`config.mk`:
```
export PLATFORM = sky130hd
export DESIGN_NAME = f1_light_seq
export DESIGN_NICKNAME = d
export VERILOG_FILES = /design/src/rtl/f1_pkg.sv /design/src/rtl/f1_lfsr16.sv /design/src/rtl/f1_light_seq.sv
export SDC_FILE = /design/constraint.sdc
export NUM_CORES = 1
export LEC_CHECK = 0
export BUFFER_PORTS_ARGS = -buffer_cell sky130_fd_sc_hd__buf_4
export CORE_ASPECT_RATIO = 2
export CORE_MARGIN = 1.5
export CORE_UTILIZATION = 55
export CTS_BUF_LIST = sky130_fd_sc_hd__clkbuf_8
export DETAILED_ROUTE_END_ITERATION = 6
export PLACE_DENSITY = 0.76
export SYNTH_ARGS = -nofsm -noshare
export SYNTH_HDL_FRONTEND = slang
export SYNTH_SLANG_ARGS = --single-unit
```
`constraint.sdc`:
```
create_clock -name clk -period 5.85 [get_ports clk]
set_clock_uncertainty 0.15 [all_clocks]
set_input_delay 1.17 -clock clk [delete_from_list [all_inputs] [get_ports clk]]
set_output_delay 1.17 -clock clk [all_outputs]
set_load 0.03 [all_outputs]
```
`src/rtl/f1_pkg.sv`:
```
// Shared types and constants for the F1 start-light sequencer.
package f1_pkg;

  localparam int unsigned LFSR_W = 16;
  localparam logic [LFSR_W-1:0] LFSR_TAPS = 16'hB400;

  typedef enum logic [2:0] {
    IDLE    = 3'd0,
    FILL    = 3'd1,
    HOLD    = 3'd2,
    MEASURE = 3'd3
  } state_t;

  // One Fibonacci step: XOR of tapped bits shifts in at bit 0.
  function automatic logic [LFSR_W-1:0] lfsr_next(input logic [LFSR_W-1:0] q);
    return {q[LFSR_W-2:0], ^(q & LFSR_TAPS)};
  endfunction

endpackage

```
`src/rtl/f1_lfsr16.sv`:
```
// Free-running 16-bit Fibonacci LFSR; a non-zero seed keeps it out of the all-zero state.
module f1_lfsr16
  import f1_pkg::*;
#(
  parameter logic [LFSR_W-1:0] SEED = 16'hACE1
) (
  input  logic              clk,
  input  logic              rst,
  output logic [LFSR_W-1:0] q
);

  always_ff @(posedge clk) begin
    if (rst) q <= SEED;
    else     q <= lfsr_next(q);
  end

endmodule

```
`src/rtl/f1_light_seq.sv`:
```
// Start-light sequencer: light fill, random hold, lights-out, reaction timing
// and jump-start detection.
module f1_light_seq
  import f1_pkg::*;
#(
  parameter int unsigned       N_LIGHTS  = 8,
  parameter int unsigned       STEP_W    = 8,
  parameter int unsigned       HOLD_W    = 5,
  parameter int unsigned       RT_W      = 16,
  parameter logic [LFSR_W-1:0] LFSR_SEED = 16'hACE1
) (
  input  logic                clk,
  input  logic                rst,
  input  logic                trigger,
  input  logic                tick,
  input  logic [STEP_W-1:0]   step_len,
  input  logic                response,
  output logic [N_LIGHTS-1:0] data_out,
  output logic                busy,
  output logic                lights_out,
  output logic                react_valid,
  output logic [RT_W-1:0]     react_time,
  output logic                jump_start
);

  state_t              state, state_nxt;
  logic [STEP_W-1:0]   step_cnt, step_cnt_nxt, step_eff;
  logic [HOLD_W-1:0]   hold_cnt, hold_cnt_nxt, hold_load;
  logic [RT_W-1:0]     rt_cnt, rt_cnt_nxt, react_time_nxt;
  logic [N_LIGHTS-1:0] data_nxt;
  logic                busy_nxt, lights_out_nxt, react_valid_nxt, jump_start_nxt;
  logic [LFSR_W-1:0]   lfsr_q;
  logic                jump, step_last, hold_last, all_on;
  logic                unused_lfsr;

  f1_lfsr16 #(.SEED(LFSR_SEED)) u_lfsr (
    .clk (clk),
    .rst (rst),
    .q   (lfsr_q)
  );

  assign unused_lfsr = ^lfsr_q[LFSR_W-1:HOLD_W];

  // step_len of 0 counts as 1; >= keeps a shrunk step_len from wrapping the counter
  assign step_eff  = (step_len == '0) ? STEP_W'(1) : step_len;
  assign step_last = (step_cnt >= step_eff - STEP_W'(1));
  assign hold_last = (hold_cnt == HOLD_W'(1));
  assign hold_load = (lfsr_q[HOLD_W-1:0] == '0) ? HOLD_W'(1) : lfsr_q[HOLD_W-1:0];
  assign all_on    = &data_out;
  assign jump      = response && ((state == FILL) || (state == HOLD));

  // State and output registers
  always_ff @(posedge clk) begin
    if (rst) begin
      state       <= IDLE;
      data_out    <= '0;
      busy        <= 1'b0;
      lights_out  <= 1'b0;
      react_valid <= 1'b0;
      react_time  <= '0;
      jump_start  <= 1'b0;
      step_cnt    <= '0;
      hold_cnt    <= '0;
      rt_cnt      <= '0;
    end else begin
      state       <= state_nxt;
      data_out    <= data_nxt;
      busy        <= busy_nxt;
      lights_out  <= lights_out_nxt;
      react_valid <= react_valid_nxt;
      react_time  <= react_time_nxt;
      jump_start  <= jump_start_nxt;
      step_cnt    <= step_cnt_nxt;
      hold_cnt    <= hold_cnt_nxt;
      rt_cnt      <= rt_cnt_nxt;
    end
  end

  // Next-state logic; a jump start wins over any step or lights-out
  always_comb begin
    state_nxt = state;
    case (state)
      IDLE:    if (trigger) state_nxt = FILL;
      FILL: begin
        if (jump)                              state_nxt = IDLE;
        else if (tick && step_last && all_on)  state_nxt = HOLD;
      end
      HOLD: begin
        if (jump)                    state_nxt = IDLE;
        else if (tick && hold_last)  state_nxt = MEASURE;
      end
      MEASURE: if (response) state_nxt = IDLE;
      default: state_nxt = IDLE;
    endcase
  end

  // Next values of the registered outputs and counters
  always_comb begin
    data_nxt        = data_out;
    step_cnt_nxt    = step_cnt;
    hold_cnt_nxt    = hold_cnt;
    rt_cnt_nxt      = rt_cnt;
    react_time_nxt  = react_time;
    lights_out_nxt  = 1'b0;
    react_valid_nxt = 1'b0;
    jump_start_nxt  = 1'b0;
    busy_nxt        = (state_nxt != IDLE);
    case (state)
      IDLE: begin
        if (trigger) begin
          data_nxt     = N_LIGHTS'(1);
          step_cnt_nxt = '0;
        end
      end
      FILL: begin
        if (jump) begin
          data_nxt       = '0;
          jump_start_nxt = 1'b1;
        end else if (tick) begin
          if (step_last) begin
            step_cnt_nxt = '0;
            if (all_on) hold_cnt_nxt = hold_load;
            else        data_nxt     = {data_out[N_LIGHTS-2:0], 1'b1};
          end else begin
            step_cnt_nxt = step_cnt + STEP_W'(1);
          end
        end
      end
      HOLD: begin
        if (jump) begin
          data_nxt       = '0;
          jump_start_nxt = 1'b1;
        end else if (tick) begin
          if (hold_last) begin
            data_nxt       = '0;
            lights_out_nxt = 1'b1;
            rt_cnt_nxt     = '0;
          end else begin
            hold_cnt_nxt = hold_cnt - HOLD_W'(1);
          end
        end
      end
      MEASURE: begin
        if (response) begin
          react_time_nxt  = rt_cnt;
          react_valid_nxt = 1'b1;
        end else if (!(&rt_cnt)) begin
          rt_cnt_nxt = rt_cnt + RT_W'(1);
        end
      end
      default: ;
    endcase
  end

endmodule

```
==> results of run 1 <==
==> registers in the layout (all words and copies together) (netlist names) <==
name         count
react_time      16
rt_cnt          16
react_valid      1
jump_start       1
hold_cnt         5
state            3
busy             1
lights_out       1
data_out         8
step_cnt         8
u_lfsr.q        16
==> metal layers <==
layer  global-route usage (%)  part of all wire [%]  wire length [µm]
met5                        0                     0                 0
met4                    14.37                   4.3               310
met3                    4.983                   3.0               217
met2                    40.29                    54              3882
met1                    22.80                    39              2763
==> cell usage in the layout (no fill, tap or decap), drive strengths merged, types with 2 or more instances in the layout <==
cell / Yosys / routed
a211oi: 2 / 2
a21oi: 27 / 27
a22o: 7 / 7
a31oi: 4 / 4
and2: 3 / 3
and3: 6 / 6
and4: 4 / 4
buf: 8 / 40
clkbuf: 11 / 11
clkinv: 0 / 4
dfxtp: 76 / 76
ha: 13 / 13
inv: 7 / 8
mux2i: 2 / 2
nand2: 55 / 55
nand2b: 9 / 9
nand3: 5 / 5
nand4: 8 / 8
nor2: 43 / 43
nor2b: 11 / 11
nor3: 9 / 9
nor3b: 2 / 2
nor4: 12 / 12
nor4b: 4 / 4
o21a: 3 / 3
o21ai: 12 / 12
or2: 9 / 9
or3: 3 / 3
or4b: 2 / 2
xnor2: 18 / 18
xor2: 11 / 11
==> area by class of cell <==
class	count	area (µm²)	share of cell area (%)
multi-input cells	297	1886	46.90
clock inverters	5	27.53	0.6847
clock buffers	11	151.4	3.766
flip-flops and latches	76	1521	37.85
inverters	7	26.28	0.6536
well taps	86	107.6	2.677
repair buffers	40	300.3	7.470
==> critical path, cell delays in order <==
cell     delay [ns]
buf_4          0.12
or4_1          0.54
nor4_1         0.19
nor2_1         0.11
ha_1           0.21
xnor2_1        0.17
ha_1           0.26
and3_1         0.18
o21ai_0        0.22
a31o_2         0.25
a21oi_1        0.10
o22ai_1        0.49
a22o_1         0.23
==> power breakdown <==
group          internal (µW)  switching (µW)
logic                   24.8            32.3
registers                527            7.28
clock network            174             187
==> stage by stage <==
stage | instances | area, µm²
2_1_floorplan | 399 | 3523
3_5_place_dp | 506 | 3841
6_report | 522 | 4020
5_1_grt | 522 | 4020
3_3_place_gp | 506 | 3841
4_1_cts | 522 | 4020
==> path summary, 6_finish.rpt <==
| path | slack, ns | end | start |
|---|---|---|---|
| worst max-delay path | 1.76 | data_out[5] | step_len[3] |
| worst min-delay path | 0.27 | u_lfsr.q[10] | u_lfsr.q[9] |
| worst max register to register | 2.90 | rt_cnt[2] | hold_cnt[1] |
| worst min register to register | 0.27 | u_lfsr.q[10] | u_lfsr.q[9] |
==> kinds of logic (layout without fill, tap and decap cells) <==
| group | Yosys count | count (layout) | share of synthesized area [%] |
|---|---|---|---|
| adders and majority gates | 13 | 13 | 4.617 |
| buffers and inverters | 26 | 63 | 3.303 |
| other | 1 | 1 | 0.1064 |
| DFF | 76 | 76 | 43.18 |
| AOI/OAI and AO/OA | 66 | 66 | 12.25 |
| xor gates and xnor gates | 29 | 29 | 7.209 |
| muxes | 2 | 2 | 0.5682 |
| and+or+nand+nor | 186 | 186 | 28.76 |
==> impl_metrics.ini, run 1 <==
[sta]
setup_viol = 0
relSlewSlack_pct = 27.69
setup_ws_ns = 1.758
drv_slew = 0
rsz0062_at_grt = false
finalHoldViolCount = 0
max_freq_ghz = 0.2444
holdWs_ns = 0.2671
worst_pin_slew_ns = 1.082
period_minus_slack_ns = 4.092
finalCritPeriodShare_pct = 69.95
fin_tns_setup_ns = 0

[synthesis]
synth_top_cells_by_count = dfxtp_1 (76), nand2_1 (55), nor2_1 (42)
yosys_warnings = 0
synthTopCellsByArea = dfxtp_1 (43%), nand2_1 (5.9%), ha_1 (4.6%)
synth_flop_cell = dfxtp_1
syn_inst = 399
ys_async_sr_fraction_pct = 0
yosysUniqueCellTypes = 53
yosysTopAreaCellShare_pct = 43.18
syn_nets = 425
synth_area_um2 = 3523
ys_seq_area_share_pct = 43.18
synth_edf_count = 0
yosys.area.top_type = dfxtp_1
synth.most_common_cell = dfxtp_1
avgSynthCellArea_um2 = 8.831
ys_ff_latch = 76

[detailed_routing]
drc = 0
vias_per_cell = 5.508
wire_per_inst_um = 13.74
ant_nets = 0
drtIter0Drc = 107
routed_wl_um = 7173
vias = 2875
firstDrtPassIters = 4

[grt]
grt_overflow = 0
grt_pass1_wl_um = 11870
grt_max_degree = 51
antenna_found_initial = 0
grt_pass1_vias = 2713
track_usage_pct = 22.63

[placed_design]
hpwlAfterDp_um = 5287
gp_congestion = 0.8784
place_ws_ns = 1.383
port-buffer-count = 40

[floorplan]
die_h_um = 116.2
start_util_pct = 56.30
placementRows = 41
die_w_um = 59.60
ios = 41
dieArea_um2 = 6924
core-area_um2 = 6259

[clocking]
hold_buffers = 0
numClockSinks = 76
clockBufferDepth = 2
htree_levels = 3
cts_setup_buffers = 0
cts_tree = yes
clk_pin_slew_ns = 0.08
cts_resized = 0
root_buffer = clkbuf_8
clock_latency_ns = 0.36
cts_buffers = 9

[critical_path]
r2r_cells = 7
crit_required_ns = 6.00
path_class = input port to flip-flop
path_max_fanout = 7
startpoint_type = input port
arrival_ns = 4.25
critPathCaptureType = flip-flop

[worst_hold_path]
hold_class = flip-flop to flip-flop
whs_path_depth = 1

[pwr]
ir_worst_vdd_uv = 173.9
power.density_nw_per_um2 = 236.9
p_total_uw = 952.3
p_leak_uw = 0.001493

[final_layout]
area_growth_pct = 14.10
fin_util_pct = 64.23
fillCellCount = 562
fin_nets = 457
antenna_cells = 0
drive_gt1_share_pct = 18.12

[run_status]
status = finished, final reports clean

[flow_run]
maxCapViolCount = 0
Power figures use the tool's default switching activity.
==> inputs of run 2 (changes only) <==
--- a/config.mk
+++ b/config.mk
@@ -8,10 +8,10 @@
 export BUFFER_PORTS_ARGS = -buffer_cell sky130_fd_sc_hd__buf_4
 export CORE_ASPECT_RATIO = 2
 export CORE_MARGIN = 1.5
-export CORE_UTILIZATION = 55
+export CORE_UTILIZATION = 54
 export CTS_BUF_LIST = sky130_fd_sc_hd__clkbuf_8
 export DETAILED_ROUTE_END_ITERATION = 6
-export PLACE_DENSITY = 0.76
+export PLACE_DENSITY = 0.78
 export SYNTH_ARGS = -nofsm -noshare
 export SYNTH_HDL_FRONTEND = slang
 export SYNTH_SLANG_ARGS = --single-unit
==> constraint.sdc (replaced) <==
create_clock -name clk -period 3.38 [get_ports clk]
set_clock_uncertainty 0.15 [all_clocks]
set_input_delay 0.676 -clock clk [delete_from_list [all_inputs] [get_ports clk]]
set_output_delay 0.676 -clock clk [all_outputs]
set_load 0.03 [all_outputs]
==> impl_metrics.ini, run 2 (same netlist as run 1, synthesis figures left out) <==
[run_status]
status = finished, final reports clean

[sta]
worst_pin_slew_ns = 0.7699
fin_tns_setup_ns = 0
max_freq_ghz = 0.3002
rsz0062_at_grt = true
relSlewSlack_pct = 48.68
holdWs_ns = 0.2659
finalCritPeriodShare_pct = 98.56
drv_slew = 0
setup_viol = 0
finalHoldViolCount = 0
period_minus_slack_ns = 3.331

[final_layout]
top_regs = react_time x16, rt_cnt x16, u_lfsr.q x16
area_growth_pct = 18.93
fin_nets = 469
fin_util_pct = 66.41
layout_commonest_cell = dfxtp_1
drive_gt1_share_pct = 22.77
antenna_cells = 0
final_cell_mix = dfxtp_1 (76), nand2_1 (55), buf_4 (52)
fin_cells = 534

[detailed_routing]
firstDrtPassIters = 5
drtIter0Drc = 131
ant_nets = 0
drc = 0
routed_wl_um = 7643
vias = 2961
wire_per_inst_um = 14.31
vias_per_cell = 5.545

[flow_run]
maxCapViolCount = 0

[floorplan]
ios = 41
dieArea_um2 = 7048
die_w_um = 60.12
placementRows = 41
die_h_um = 117.2
start_util_pct = 55.84
core-area_um2 = 6310

[critical_path]
critPathCaptureType = flip-flop
arrival_ns = 3.44
reg2reg_slack_ns = 0.82
path_class = input port to flip-flop
startpoint_type = input port
path_max_fanout = 7
crit_required_ns = 3.49

[pwr]
p_clk_share_pct = 39.7
combinationalPowerShare_pct = 6.6
p_leak_uw = 0.001554
p_int_uw = 1301
swShare_pct = 24.42
switchingPower_uw = 420.5
ir_worst_vdd_uv = 284.8
pwr-share-seq_pct = 53.7
power.density_nw_per_um2 = 410.9

[grt]
track_usage_pct = 23.26
grt_max_degree = 51
grt_pass1_vias = 2818
grt_overflow = 0
grt_pass1_wl_um = 12300
antenna_found_initial = 0

[placed_design]
port-buffer-count = 40
gp_congestion = 0.8680
placed_cells = 517
hpwlAfterDp_um = 5446

[clocking]
cts_buffers = 9
clock_latency_ns = 0.37
numClockSinks = 76
htree_levels = 3
clk_pin_slew_ns = 0.08
root_buffer = clkbuf_8
cts_tree = yes
clockBufferDepth = 2

[worst_hold_path]
hold_class = flip-flop to flip-flop
==> run 2: changes by cell type in the layout (fill, tap and decap cells not counted), moves of 2 or more <==
cell,change
buf_4,+12
clkbuf_8,-2
ha_1,-2
ha_2,+2
==> run 2: path summary, 6_finish.rpt <==
check                     end  cells past startpoint   startpoint
setup / recovery  data_out[6]                     14  step_len[3]
hold / removal    u_lfsr.q[6]                      1  u_lfsr.q[5]
setup reg to reg    rt_cnt[6]                      6    rt_cnt[2]
hold reg to reg   u_lfsr.q[6]                      1  u_lfsr.q[5]
==> run 2: timing repair <==
| action | 4_1_cts | 5_1_grt |
|---|---|---|
| hold buffers | 0 | 0 |
| setup endpoints to repair | 0 | 13 |
| hold endpoints to repair | 0 | 0 |
| resized for setup | 0 | 10 |
| setup buffers | 0 | 1 |
==> run 2: final cells by class <==
type,count,area (µm²)
fillers,547,2120
well taps,86,107.6
repair buffers,52,390.4
inverters,7,26.28
clock inverters,7,66.31
flip-flops and latches,76,1521
clock buffers,9,123.9
multi-input cells,297,1954
==> run 2: power groups by stage <==
stage	sequential, µW	combinational (µW)	clock (µW)
floorplan	943	68.9	0
global placement	945	102	0
detailed placement	945	107	0
CTS	924	107	696
global route	927	125	730
finish	924	113	684
==> run 2: layer usage <==
metal | track usage, % | up-vias | share of wire, %
li1 | - | 1477 | -
met1 | 22.85 | 1394 | 38
met2 | 42.32 | 66 | 55
met3 | 4.835 | 24 | 3.1
met4 | 14.37 | 0 | 3.9
met5 | 0 | - | 0
==> run 2: per-stage QoR <==
stage / total power, µW / area [µm²] / setup WS [ns]
finish: 1722 / 4190 / 0.04875
global route: 1782 / 4190 / -0.04391
CTS: 1727 / 4130 / 0.1296
detailed placement: 1051 / 3940 / -0.2455
global placement: 1047 / 3940 / -0.2214
floorplan: 1012 / 3540 / 0.02213
==> run 2: worst max-delay path, cell delays in order <==
cell	delay, ns
buf_4	0.11
or4_4	0.55
nor4_4	0.23
nor2_2	0.08
ha_2	0.20
nand2_1	0.08
nor3_1	0.06
xnor2_1	0.12
ha_1	0.30
nand4_1	0.16
a31o_2	0.31
a21oi_4	0.20
o22ai_4	0.12
a22o_1	0.26
==> inputs of run 3 (changes only) <==
--- a/config.mk
+++ b/config.mk
@@ -7,11 +7,11 @@
 export LEC_CHECK = 0
 export BUFFER_PORTS_ARGS = -buffer_cell sky130_fd_sc_hd__buf_4
 export CORE_ASPECT_RATIO = 2
-export CORE_MARGIN = 1.5
-export CORE_UTILIZATION = 54
+export CORE_MARGIN = 2
+export CORE_UTILIZATION = 55
 export CTS_BUF_LIST = sky130_fd_sc_hd__clkbuf_8
 export DETAILED_ROUTE_END_ITERATION = 6
-export PLACE_DENSITY = 0.78
+export PLACE_DENSITY = 0.76
 export SYNTH_ARGS = -nofsm -noshare
 export SYNTH_HDL_FRONTEND = slang
 export SYNTH_SLANG_ARGS = --single-unit
==> constraint.sdc (replaced) <==
create_clock -name clk -period 3.9 [get_ports clk]
set_clock_uncertainty 0.15 [all_clocks]
set_input_delay 0.78 -clock clk [delete_from_list [all_inputs] [get_ports clk]]
set_output_delay 0.78 -clock clk [all_outputs]
set_load 0.03 [all_outputs]
==> impl_metrics.ini, run 3 (same netlist as run 1, synthesis figures left out) <==
[run_status]
status = finished, final reports clean

[detailed_routing]
vias = 2876
drtIter0Drc = 98
drc = 0
firstDrtPassIters = 5
wire_per_inst_um = 14.04
ant_nets = 0
vias_per_cell = 5.499
routed_wl_um = 7343

[critical_path]
startpoint_type = input port
max_stage_delay_ns = 0.54
path_class = input port to flip-flop
path_max_fanout = 7
arrival_ns = 3.79
crit_top_cell = ha_1
timing.rr.start = rt_cnt[2]
startpoint = step_len[3]
critPathCaptureType = flip-flop
crit_required_ns = 4.04
crit_family = compound AO/OA/AOI/OAI gates
critPathSlowestCell = or4_1
crit_buf_inv = 1
path_cells = buf_4 > or4_1 > nor4_1 > nor2_1 > ha_1 > xnor2_1 > ha_1 > and3_1 > o21ai_0 > a31o_2 > a21oi_1 > o22ai_1 > a22o_1

[final_layout]
final_cell_mix = dfxtp_1 (76), nand2_1 (55), nor2_1 (42), buf_4 (42), a21oi_1 (27)
fin_nets = 459
fin_util_pct = 64.33
drive_gt1_share_pct = 17.85
regArea_um2 = 1521
fillCellCount = 569
area_growth_pct = 14.28
multi_input_area_um2 = 1886
layout_commonest_cell = dfxtp_1
top_regs = react_time x16, rt_cnt x16, u_lfsr.q x16
layout.cell_area.non_filler_um2 = 4026
antenna_cells = 0

[sta]
rsz0062_at_grt = false
max_freq_ghz = 0.2740
finalCritPeriodShare_pct = 93.58
setup_ws_ns = 0.2504
worst_pin_slew_ns = 0.7487
finalHoldViolCount = 0
setup_viol = 0
drv_slew = 0
period_minus_slack_ns = 3.650
relSlewSlack_pct = 50.09

[placed_design]
place_ws_ns = -0.07066
placed_area_um2 = 3856
hpwlAfterDp_um = 5358
gp_congestion = 0.9076
port-buffer-count = 40

[worst_hold_path]
min_from = u_lfsr.q[9]
hold_class = flip-flop to flip-flop

[clocking]
clock_latency_ns = 0.35
cts_buffers = 9
numClockSinks = 76
cts_tree = yes
hold_buffers = 0
clk_pin_slew_ns = 0.06
htree_levels = 3
cts_setup_buffers = 0
clockBufferDepth = 2
root_buffer = clkbuf_8
cts_resized = 0

[pwr]
p_total_uw = 1408
ir_worst_vdd_uv = 261.2
p_leak_uw = 0.001497
power.density_nw_per_um2 = 349.7

[floorplan]
die_w_um = 60.60
start_util_pct = 56.30
dieArea_um2 = 7101
placementRows = 41
ios = 41
die_h_um = 117.2
core-area_um2 = 6259

[grt]
grt_pass1_wl_um = 11900
antenna_found_initial = 0
track_usage_pct = 22.37
grt_overflow = 0
grt_max_degree = 51
grt_pass1_vias = 2753

[flow_run]
maxCapViolCount = 0
run 3: changes by cell type in the layout (fill, tap and decap cells not counted), moves of 2 or more:
cell	delta
buf_4	-10
clkbuf_8	+2
clkinv_2	-4
ha_1	+2
ha_2	-2
inv_1	+3
run 3: stage by stage:
step	TNS, ns	hold slack (ns)	std cells
floorplan	0	0.2395	399
global placement	-0.09699	0.2471	508
detailed placement	-0.4354	0.2458	508
CTS	0	0.2657	523
global route	0	0.2837	523
finish	0	0.2632	523
run 3: worst paths after layout:
path / to / slack [ns] / cells after the start
worst max-delay path: data_out[6] / 0.25 / 13
worst min-delay path: u_lfsr.q[10] / 0.26 / 1
worst max register to register: rt_cnt[3] / 1.35 / 6
worst min register to register: u_lfsr.q[10] / 0.26 / 1
run 3: power breakdown:
part,switching (µW),internal [µW],total [µW]
clock,266,255,521
sequential,10.8,791,802
combinational,47.2,37.8,85.0
total,324,1080,1410
run 3: layout make-up:
| cell class | instances | area share, % |
|---|---|---|
| Multi-Input combinational cell | 297 | 46.83 |
| Sequential cell | 76 | 37.79 |
| Timing Repair Buffer | 42 | 7.831 |
| Clock buffer | 11 | 3.760 |
| Tap cell | 86 | 2.672 |
| Inverter | 7 | 0.6526 |
| Clock inverter | 4 | 0.4661 |
run 3: layer usage:
layer | vias up | track usage (%) | part of all wire (%)
li1 | 1447 | - | -
met2 | 58 | 40.79 | 55
met1 | 1342 | 20.59 | 37
met4 | 0 | 13.91 | 4.9
met5 | - | 0 | 0
met3 | 29 | 6.484 | 3.4
